### src/rtl/mem_lsu_pkg.sv
// mem_lsu_pkg
// Shared definitions for the load/store unit:
//   DATA_W         - data path width (64)
//   SZ_B..SZ_D     - request size encodings (byte, half, word, double)
//   state_e        - LSU controller states
//   is_misaligned  - natural-alignment check of a byte offset against a size
package mem_lsu_pkg;

    localparam int DATA_W = 64;

    localparam logic [1:0] SZ_B = 2'd0;
    localparam logic [1:0] SZ_H = 2'd1;
    localparam logic [1:0] SZ_W = 2'd2;
    localparam logic [1:0] SZ_D = 2'd3;

    typedef enum logic [2:0] {
        IDLE    = 3'd0,
        RD_REQ  = 3'd1,
        RD_WAIT = 3'd2,
        WR      = 3'd3,
        RESP    = 3'd4
    } state_e;

    // An access is misaligned when the low log2(bytes) address bits are non-zero.
    function automatic logic is_misaligned(input logic [2:0] addr_lo, input logic [1:0] size);
        logic mis;
        case (size)
            SZ_B:    mis = 1'b0;
            SZ_H:    mis = addr_lo[0];
            SZ_W:    mis = |addr_lo[1:0];
            default: mis = |addr_lo;
        endcase
        return mis;
    endfunction

endpackage

### src/rtl/mem_lsu_align.sv
// mem_lsu_align
// Purely combinational lane steering for the LSU.
//   addr_lo     in  byte offset inside the 8-byte memory word
//   size        in  access size (SZ_B..SZ_D)
//   is_unsigned in  1 = zero-extend loads, 0 = sign-extend
//   st_data     in  right-justified store data
//   ld_raw      in  raw 64-bit memory read word
//   lane_wdata  out store data moved onto its byte lanes
//   lane_wmask  out byte-lane write enables
//   ld_data     out extracted and extended load data
module mem_lsu_align
    import mem_lsu_pkg::*;
(
    input  logic [2:0]        addr_lo,
    input  logic [1:0]        size,
    input  logic              is_unsigned,
    input  logic [DATA_W-1:0] st_data,
    input  logic [DATA_W-1:0] ld_raw,
    output logic [DATA_W-1:0] lane_wdata,
    output logic [7:0]        lane_wmask,
    output logic [DATA_W-1:0] ld_data
);

    logic [5:0]        shamt;
    logic [7:0]        mask_base;
    logic [DATA_W-1:0] ld_shift;
    logic              fill;

    always_comb begin
        shamt      = {addr_lo, 3'b000};
        lane_wdata = st_data << shamt;

        case (size)
            SZ_B:    mask_base = 8'h01;
            SZ_H:    mask_base = 8'h03;
            SZ_W:    mask_base = 8'h0F;
            default: mask_base = 8'hFF;
        endcase
        // 8-bit shift drops any lanes pushed past byte 7.
        lane_wmask = mask_base << addr_lo;

        // Loads: move the addressed byte to bit 0, keep the access width, extend.
        ld_shift = ld_raw >> shamt;
        fill     = 1'b0;
        case (size)
            SZ_B: begin
                fill    = ~is_unsigned & ld_shift[7];
                ld_data = {{56{fill}}, ld_shift[7:0]};
            end
            SZ_H: begin
                fill    = ~is_unsigned & ld_shift[15];
                ld_data = {{48{fill}}, ld_shift[15:0]};
            end
            SZ_W: begin
                fill    = ~is_unsigned & ld_shift[31];
                ld_data = {{32{fill}}, ld_shift[31:0]};
            end
            default: begin
                ld_data = ld_shift;
            end
        endcase
    end

endmodule

### src/rtl/mem_lsu.sv
// mem_lsu
// Single-outstanding load/store unit between a core request/response port
// and a 64-bit memory with one-cycle read latency and hit/miss retry.
//   clock, reset           clock and asynchronous active-low reset
//   req_*                  core request (valid/ready handshake)
//   resp_*                 core response (valid/ready handshake), err = misaligned
//   ioMem_ren/addr         read strobe and 8-byte-aligned address
//   ioMem_rData/rvalid/hit read return; a miss triggers a re-issue
//   ioMem_wen/wData/wMask  single-cycle lane-aligned write
// All outputs come straight from flops; their next values are derived from
// the next state so each output lines up with the state it belongs to.
module mem_lsu
    import mem_lsu_pkg::*;
(
    input  logic              clock,
    input  logic              reset,
    input  logic              req_valid,
    output logic              req_ready,
    input  logic              req_wen,
    input  logic [31:0]       req_addr,
    input  logic [1:0]        req_size,
    input  logic              req_unsigned,
    input  logic [DATA_W-1:0] req_wdata,
    output logic              resp_valid,
    input  logic              resp_ready,
    output logic [DATA_W-1:0] resp_rdata,
    output logic              resp_err,
    output logic              ioMem_ren,
    output logic [31:0]       ioMem_addr,
    input  logic [DATA_W-1:0] ioMem_rData,
    input  logic              ioMem_rvalid,
    input  logic              ioMem_hit,
    output logic              ioMem_wen,
    output logic [DATA_W-1:0] ioMem_wData,
    output logic [7:0]        ioMem_wMask
);

    state_e            state_q, state_d;
    logic              wen_q, wen_d;
    logic [31:0]       addr_q, addr_d;
    logic [1:0]        size_q, size_d;
    logic              uns_q, uns_d;
    logic [DATA_W-1:0] wdata_q, wdata_d;

    logic              req_ready_q, req_ready_d;
    logic              resp_valid_q, resp_valid_d;
    logic [DATA_W-1:0] resp_rdata_q, resp_rdata_d;
    logic              resp_err_q, resp_err_d;
    logic              mem_ren_q, mem_ren_d;
    logic [31:0]       mem_addr_q, mem_addr_d;
    logic              mem_wen_q, mem_wen_d;
    logic [DATA_W-1:0] mem_wdata_q, mem_wdata_d;
    logic [7:0]        mem_wmask_q, mem_wmask_d;

    logic [DATA_W-1:0] lane_wdata;
    logic [7:0]        lane_wmask;
    logic [DATA_W-1:0] ld_data;

    // Next state and the latched request fields.
    always_comb begin
        state_d = state_q;
        wen_d   = wen_q;
        addr_d  = addr_q;
        size_d  = size_q;
        uns_d   = uns_q;
        wdata_d = wdata_q;
        case (state_q)
            IDLE: begin
                if (req_valid) begin
                    wen_d   = req_wen;
                    addr_d  = req_addr;
                    size_d  = req_size;
                    uns_d   = req_unsigned;
                    wdata_d = req_wdata;
                    if (is_misaligned(req_addr[2:0], req_size)) begin
                        state_d = RESP;
                    end else if (req_wen) begin
                        state_d = WR;
                    end else begin
                        state_d = RD_REQ;
                    end
                end
            end
            RD_REQ:  state_d = RD_WAIT;
            RD_WAIT: begin
                if (ioMem_rvalid) begin
                    state_d = ioMem_hit ? RESP : RD_REQ;
                end
            end
            WR:      state_d = RESP;
            RESP: begin
                if (resp_ready) begin
                    state_d = IDLE;
                end
            end
            default: state_d = IDLE;
        endcase
    end

    // Fed with the next-cycle request fields; in RD_WAIT these equal the latched ones.
    mem_lsu_align u_align (
        .addr_lo     (addr_d[2:0]),
        .size        (size_d),
        .is_unsigned (uns_d),
        .st_data     (wdata_d),
        .ld_raw      (ioMem_rData),
        .lane_wdata  (lane_wdata),
        .lane_wmask  (lane_wmask),
        .ld_data     (ld_data)
    );

    // Output values for the state being entered.
    always_comb begin
        req_ready_d  = (state_d == IDLE);
        mem_ren_d    = (state_d == RD_REQ);
        mem_wen_d    = (state_d == WR);
        mem_addr_d   = 32'h0;
        mem_wdata_d  = '0;
        mem_wmask_d  = 8'h00;
        resp_valid_d = (state_d == RESP);
        resp_rdata_d = '0;
        resp_err_d   = 1'b0;

        if (state_d == RD_REQ || state_d == WR) begin
            mem_addr_d = {addr_d[31:3], 3'b000};
        end
        if (state_d == WR) begin
            mem_wdata_d = lane_wdata;
            mem_wmask_d = lane_wmask;
        end
        if (state_d == RESP) begin
            case (state_q)
                RESP: begin
                    resp_rdata_d = resp_rdata_q;
                    resp_err_d   = resp_err_q;
                end
                RD_WAIT: resp_rdata_d = ld_data;
                // Only a misaligned request jumps straight from IDLE to RESP.
                IDLE:    resp_err_d   = 1'b1;
                default: ;
            endcase
        end
    end

    always_ff @(posedge clock or negedge reset) begin
        if (!reset) begin
            state_q      <= IDLE;
            wen_q        <= 1'b0;
            addr_q       <= 32'h0;
            size_q       <= 2'd0;
            uns_q        <= 1'b0;
            wdata_q      <= '0;
            req_ready_q  <= 1'b1;
            resp_valid_q <= 1'b0;
            resp_rdata_q <= '0;
            resp_err_q   <= 1'b0;
            mem_ren_q    <= 1'b0;
            mem_addr_q   <= 32'h0;
            mem_wen_q    <= 1'b0;
            mem_wdata_q  <= '0;
            mem_wmask_q  <= 8'h00;
        end else begin
            state_q      <= state_d;
            wen_q        <= wen_d;
            addr_q       <= addr_d;
            size_q       <= size_d;
            uns_q        <= uns_d;
            wdata_q      <= wdata_d;
            req_ready_q  <= req_ready_d;
            resp_valid_q <= resp_valid_d;
            resp_rdata_q <= resp_rdata_d;
            resp_err_q   <= resp_err_d;
            mem_ren_q    <= mem_ren_d;
            mem_addr_q   <= mem_addr_d;
            mem_wen_q    <= mem_wen_d;
            mem_wdata_q  <= mem_wdata_d;
            mem_wmask_q  <= mem_wmask_d;
        end
    end

    assign req_ready   = req_ready_q;
    assign resp_valid  = resp_valid_q;
    assign resp_rdata  = resp_rdata_q;
    assign resp_err    = resp_err_q;
    assign ioMem_ren   = mem_ren_q;
    assign ioMem_addr  = mem_addr_q;
    assign ioMem_wen   = mem_wen_q;
    assign ioMem_wData = mem_wdata_q;
    assign ioMem_wMask = mem_wmask_q;

endmodule

### config.mk
export PLATFORM = sky130hd
export DESIGN_NAME = mem_lsu
export DESIGN_NICKNAME = d
export VERILOG_FILES = /design/src/rtl/mem_lsu_pkg.sv /design/src/rtl/mem_lsu_align.sv /design/src/rtl/mem_lsu.sv
export SDC_FILE = /design/constraint.sdc
export NUM_CORES = 1
export LEC_CHECK = 0
export ABC_AREA = 0
export CAP_MARGIN = 0
export CORE_MARGIN = 1
export CORE_UTILIZATION = 50
export CTS_BUF_LIST = sky130_fd_sc_hd__clkbuf_8 sky130_fd_sc_hd__clkbuf_16
export DETAILED_ROUTE_END_ITERATION = 6
export PLACE_DENSITY_LB_ADDON = 0.12
export SLEW_MARGIN = 20
export SYNTH_ARGS = -nofsm -noshare
export SYNTH_HDL_FRONTEND = slang
export SYNTH_SLANG_ARGS = --single-unit
### constraint.sdc
create_clock -name clock -period 3.76 [get_ports clock]
set_input_delay 0.564 -clock clock [delete_from_list [all_inputs] [get_ports clock]]
set_output_delay 0.564 -clock clock [all_outputs]
set_load 0.1 [all_outputs]
==> metrics.yaml, run 1 <==
synth:
  synth-edff-count: 0
  synthesis.area_sq_um: 13480
  ys_ff_latch: 272
  yosysWarningCount: 0
  ys_async_sr_fraction_pct: 100.0
  avgSynthCellArea_sq_um: 8.678
  synth_seq_area_share_pct: 50.52
  synth_cell_type_count: 54
  syn_inst: 1553
  synthTopCellsByArea: "dfrtp_1 50%, nand2_1 12%, mux2i_1 6.6%"
  yosys.area.top_type_share_pct: 50.32
  yosysMostFrequentCell: "nand2_1"
  synthFlopType: "dfrtp_1"
  synth_top_cells_by_count: "415 x nand2_1, 271 x dfrtp_1, 143 x a21oi_1"
  yosysTopAreaCell: "dfrtp_1"
sta:
  max-slew-margin-rel_pct: 26.18
  rsz0062_at_grt: "no"
  worst-slew-pin-transition_ps: 1104
  tns_ps: 0
  skew_ps: 27.36
  slew_viol_final: 0
  hold_viol_final: 1
  max_freq_ghz: 0.3287
  whs_ps: -0.05285
  min_period_over_period_pct: 80.90
  setup_viol: 0
  min_period_ps: 3042
clocking:
  htree_levels: 1
  clk_transition_reported_paths_ps: 60
  root_buffer: "clkbuf_16"
  clk-insertion-delay-late_ps: 560
  cts_hold_buf: 0
  clockBufferDepth: 3
  cts_resized: 0
  cts_made_buffers: 30
  cts_setup_buffers: 0
  cts.sinks: 272
  cts_tree: "built"
power:
  powerDensity_nw_per_um2: 836.4
  peakVddDrop_mv: 0.6190
  leakagePower_nw: 8.487
global_routing:
  grt_max_degree: 102
  grt-ovfl-total: 0
  grt_pass1_vias: 12860
  grt_pass1_wl_um: 71770
  grt_antenna_before_repair: 0
  grt_usage_pct: 33.38
routing:
  via_count: 12980
  wl_met1_um: 18300
  antenna_left: 0
  drc: 24
  wl_per_cell_um: 21.03
  top_layer: "met4"
  dr.pass1.iters: 7
  wl_met3_um: 3833
  drtIter0Drc: 1324
  avgViaCountPerCell: 5.882
  wirelength_um: 46420
  dr_wl_met2_um: 21910
floorplan:
  initial_core_util_pct: 51.28
  dieHeight_um: 166.2
  pin_count: 343
  die_x_um: 166.2
  dieArea_sq_um: 27610
  core_area_sq_um: 26280
  rows: 59
worst_setup_path:
  slowest_stage: "or4b_4"
  worstPathCellList: "or4b_4, mux2i_4, buf_12, o21ai_0, o221ai_1, a32o_1, o21ai_2, buf_12, o21ai_0"
  critical_path.max_fanout: 42
  max_stage_delay_ps: 730
  path_class: "flip-flop to flip-flop"
  start_kind: "flip-flop"
  crit_arrival_ps: 3480
  crit_path_end_kind: "flip-flop"
  worstPathRequired_ps: 4200
hold_path:
  hold_class: "input pin to asynchronous set/reset pin"
flow_run:
  cap_violations: 0
status:
  violations: "DRC, hold timing"
  status: "finished with violations"
final_layout:
  final_nets: 2019
  layout-drive-gt1-share_pct: 7.212
  syn2layout_area_growth_pct: 35.83
  fin_area_sq_um: 18310
  diodes: 0
placed_design:
  dp_hpwl_um: 32410
  numPortBuffers: 339
  dpl-instance-area_sq_um: 17300
  globalplace.congestion: 0.9417
cell type report:
| cell class | instances | area, sq um |
|---|---|---|
| inverter | 28 | 105.1 |
| fill | 2098 | 7975 |
| multi-input combinational | 1137 | 6126 |
| clock inverter | 15 | 107.6 |
| clock buffer | 40 | 899.6 |
| tap | 335 | 419.2 |
| timing repair buffer | 380 | 3839 |
| sequential | 272 | 6809 |
routing by layer:
metal	vias up	track usage, %
met5	-	0
met4	0	16.82
met3	128	5.505
met2	752	54.27
met1	6199	43.36
li1	5903	-
power breakdown:
group          total, W  switching, W  internal, W
clock network   0.00296       0.00122      0.00174
registers       0.00413      0.000470      0.00366
logic           0.00822       0.00567      0.00254
total            0.0153       0.00737      0.00794
path summary, 6_finish.rpt:
kind	slack (ps)	startpoint	endpoint	depth (start not counted)
worst max-delay path	720	state_q[1]	resp_rdata[63]	9
worst min-delay path	-0.05	reset	ioMem_wMask[0]	1
worst max register to register	720	state_q[1]	resp_rdata[63]	9
worst min register to register	470	addr_q[21]	addr_q[21]	2
max in group asynchronous	2750	reset	resp_rdata[45]	2
min in group clock	470	addr_q[21]	addr_q[21]	2
worst max-delay path, delay by kind of cell, from the launching register on:
family | cells | cell delay [ps]
flip-flops | 1 | 470
multiplexers | 1 | 270
AND/OR/NAND/NOR | 1 | 730
AO/OA/AOI/OAI | 5 | 960
buffers and inverters | 2 | 450
cells by family after synthesis:
group	synth area share (%)
other	0.02783
AND/OR/NAND/NOR	20.69
AO/OA/AOI/OAI	15.46
multiplexers	8.885
buffers and inverters	4.419
flip-flops	50.52
layout by cell type (no fill, tap or decap), types with 4 or more instances in the layout:
cell type / netlist / layout
a211oi_1: 57 / 57
a21oi_1: 143 / 143
a221oi_1: 9 / 9
a2bb2oi_1: 8 / 8
a311oi_1: 7 / 7
a31oi_1: 13 / 13
a32oi_1: 7 / 7
and3_1: 22 / 22
buf_12: 0 / 11
buf_4: 8 / 30
clkbuf_16: 0 / 31
clkbuf_8: 0 / 9
clkdlybuf4s50_1: 0 / 337
clkinv_2: 0 / 6
dfrtp_1: 271 / 270
inv_1: 26 / 29
mux2_2: 24 / 24
mux2i_1: 89 / 88
nand2_1: 415 / 415
nand3_1: 31 / 31
nand3b_1: 4 / 4
nor2_1: 140 / 140
nor2b_1: 16 / 16
nor3_1: 24 / 24
o21ai_0: 39 / 39
o21ai_1: 30 / 30
o22ai_1: 18 / 18
metrics by stage:
step                hold WS, ps  instances  utilization, %  setup slack (ps)  power (W)
finish                 -0.05285       2207           69.65             718.0    0.01531
floorplan                 268.4       1555               -              1034   0.009752
global route              40.74       2207           69.65             547.2    0.01607
global placement          450.5       2152           65.82             268.9    0.01208
CTS                       24.57       2207           69.65             762.0    0.01521
detailed placement        456.7       2152           65.82             236.0    0.01222
registers in the layout (all words and copies together) (netlist names):
signal       cells
ioMem_wData     64
resp_valid       1
resp_rdata      64
uns_q            1
wdata_q         64
addr_q          32
ioMem_ren        1
ioMem_wen        1
size_q           2
ioMem_wMask      8
req_ready        1
resp_err         1
ioMem_addr      29
state_q          3
Note: power is estimated with default switching activity, not from simulation.
==> run 2: changes to the inputs <==
==> constraint.sdc (replaced) <==
create_clock -name clock -period 2.8 [get_ports clock]
set_input_delay 0.42 -clock clock [delete_from_list [all_inputs] [get_ports clock]]
set_output_delay 0.42 -clock clock [all_outputs]
set_load 0.1 [all_outputs]
==> metrics.yaml, run 2 (synthesis gave the netlist of run 1 again) <==
final_layout:
  nFillCells: 2026  # -3.4%
  syn2layout_area_growth_pct: 42.21
  layout-drive-gt1-share_pct: 22.01  # +15 points
  diodes: 0  # unchanged
  fin_area_sq_um: 19160  # +4.7%
  final_nets: 2161  # +7.0%
  final_common_cell: "nand2_1"
  final_cell_mix: "415 x nand2_1, 326 x buf_4, 270 x dfrtp_1"
clocking:
  clockBufferDepth: 3  # unchanged
  root_buffer: "clkbuf_16"
  clk_transition_reported_paths_ps: 60  # about the same
  htree_levels: 1  # unchanged
  cts.sinks: 272  # unchanged
  cts_setup_buffers: 0  # unchanged
  clk-insertion-delay-late_ps: 560  # about the same
  cts_tree: "built"
  cts_made_buffers: 28  # -6.7%
worst_setup_path:
  worst-path-stages: 9  # unchanged
  r2r-start: "state_q[2]"
  slowest_stage: "or4b_4"
  worstRegToRegCells: 9  # unchanged
  max_stage_delay_ps: 670  # -60 ps
  worstPathRequired_ps: 3230  # -970 ps
  crit_path_end_kind: "flip-flop"
  crit_family: "compound AO/OA/AOI/OAI gates"
  rr_endpoint: "resp_rdata[32]"
  critPathBufInv: 2  # unchanged
  cpMostUsedCell: "o21ai_0"
  crit_arrival_ps: 3110  # -370 ps
  path_class: "flip-flop to flip-flop"
  rrSetupSlack_ps: 120  # -600 ps
  start_kind: "flip-flop"
  worstPathCellList: "or4b_4, mux2i_4, buf_4, o21ai_0, o221ai_1, a32o_1, o21ai_2, buf_12, o21ai_0"
  critical_path.max_fanout: 32  # -24%
routing:
  wl_met3_um: 3796  # -0.97%
  drtIter0Drc: 1401  # +5.8%
  wl_met1_um: 19090  # +4.3%
  avgViaCountPerCell: 5.804  # -1.3%
  drc: 24  # unchanged
  dr_wl_met2_um: 22930  # +4.7%
  via_count: 13630  # +5.0%
  wirelength_um: 48220  # +3.9%
  top_layer: "met4"
  antenna_left: 0  # unchanged
  wl_per_cell_um: 20.54  # -2.4%
  dr.pass1.iters: 7  # unchanged
placed_design:
  numPortBuffers: 339  # unchanged
  globalplace.congestion: 0.9518  # +1.1%
  dpl-instance-area_sq_um: 18150  # +4.9%
  dp_hpwl_um: 35400  # +9.2%
global_routing:
  grt-ovfl-total: 0  # unchanged
  grt_antenna_before_repair: 0  # unchanged
  grt_pass1_wl_um: 74930  # +4.4%
  grt_usage_pct: 34.93  # +1.5 points
  grt_pass1_vias: 13420  # +4.4%
  grt_max_degree: 77  # -25%
floorplan:
  pin_count: 343  # unchanged
  rows: 59  # unchanged
  dieArea_sq_um: 27610  # unchanged
  dieHeight_um: 166.2  # unchanged
  core_area_sq_um: 26280  # unchanged
  die_x_um: 166.2  # unchanged
  initial_core_util_pct: 51.28  # unchanged
sta:
  rsz0062_at_grt: "no"
  max_freq_ghz: 0.3728  # +13%
  hold_viol_final: 0  # -1
  setup_viol: 0  # unchanged
  whs_ps: 411.8  # +411.8 ps
  skew_ps: 11.79  # -15.58 ps
  max-slew-margin-rel_pct: 56.66  # +30 points
  min_period_ps: 2682  # -359.8 ps
  min_period_over_period_pct: 95.79  # +15 points
  worst-slew-pin-transition_ps: 646.6  # -457.2 ps
  slew_viol_final: 0  # unchanged
power:
  powerDensity_nw_per_um2: 1160  # +39%
  leakagePower_nw: 9.604  # +13%
  power.total_w: 0.02223  # +45%
  peakVddDrop_mv: 0.8367  # +35%
hold_path:
  hold_class: "input pin to flip-flop"
  min_path_cells: 3
  min_to: "addr_q[16]"
  min_from: "req_addr[16]"
status:
  status: "finished with violations"
  violations: "DRC"
flow_run:
  cap_violations: 0  # unchanged
run 2: worst max path at each step:
stage | startpoint | endpoint | slack, ps
after CTS | state_q[1] | resp_rdata[32] | 70
final | state_q[2] | resp_rdata[32] | 120
after detailed placement | req_valid | resp_rdata[14] | -470
after floorplan | state_q[1] | resp_rdata[47] | 120
after global placement | req_valid | resp_rdata[11] | -350
after global routing | state_q[2] | resp_rdata[32] | 10
run 2: layer usage:
metal  GRT usage [%]  vias up
li1                -     6186
met1           45.66     6557
met2           57.71      741
met3           4.647      143
met4           16.70        0
met5               0        -
run 2: area by class of cell:
cell class                 instances  area, sq um  area share [%]
clock buffer                      29        714.4           3.728
tap                              335        419.2           2.187
multi-input combinational       1137         6131           31.99
sequential                       272         6809           35.53
clock inverter                    23        285.3           1.489
inverter                          28        105.1          0.5484
timing repair buffer             524         4701           24.53
run 2: worst register-to-register path, stage by stage (launching register included):
cell	delay, ps
dfrtp_1	370
or4b_4	670
mux2i_4	260
buf_4	150
o21ai_0	120
o221ai_1	200
a32o_1	270
o21ai_2	180
buf_12	210
o21ai_0	130
run 2: per-stage QoR:
| stage | util, % | setup WS (ps) | instances | TNS, ps |
|---|---|---|---|---|
| after floorplan | - | 120.7 | 1555 | 0 |
| after global placement | 69.05 | -347.5 | 2295 | -21970 |
| after detailed placement | 69.05 | -469.8 | 2295 | -27970 |
| after CTS | 72.91 | 69.33 | 2348 | 0 |
| after global routing | 72.92 | 12.07 | 2348 | 0 |
| final | 72.92 | 117.8 | 2348 | 0 |
run 2: where the power goes:
part | leakage (nW) | switching (W) | internal, W
Sequential | 3.60 | 0.000529 | 0.00492
Combinational | 5.48 | 0.00807 | 0.00468
Clock | 0.521 | 0.00162 | 0.00241
run 2: timing repair:
item | in CTS | in global routing
hold endpoints to repair | 70 | 0
pin swaps | 0 | 1
gates resized for setup | 1 | 1
setup endpoints to repair | 2 | 26
hold buffers | 1 | 0
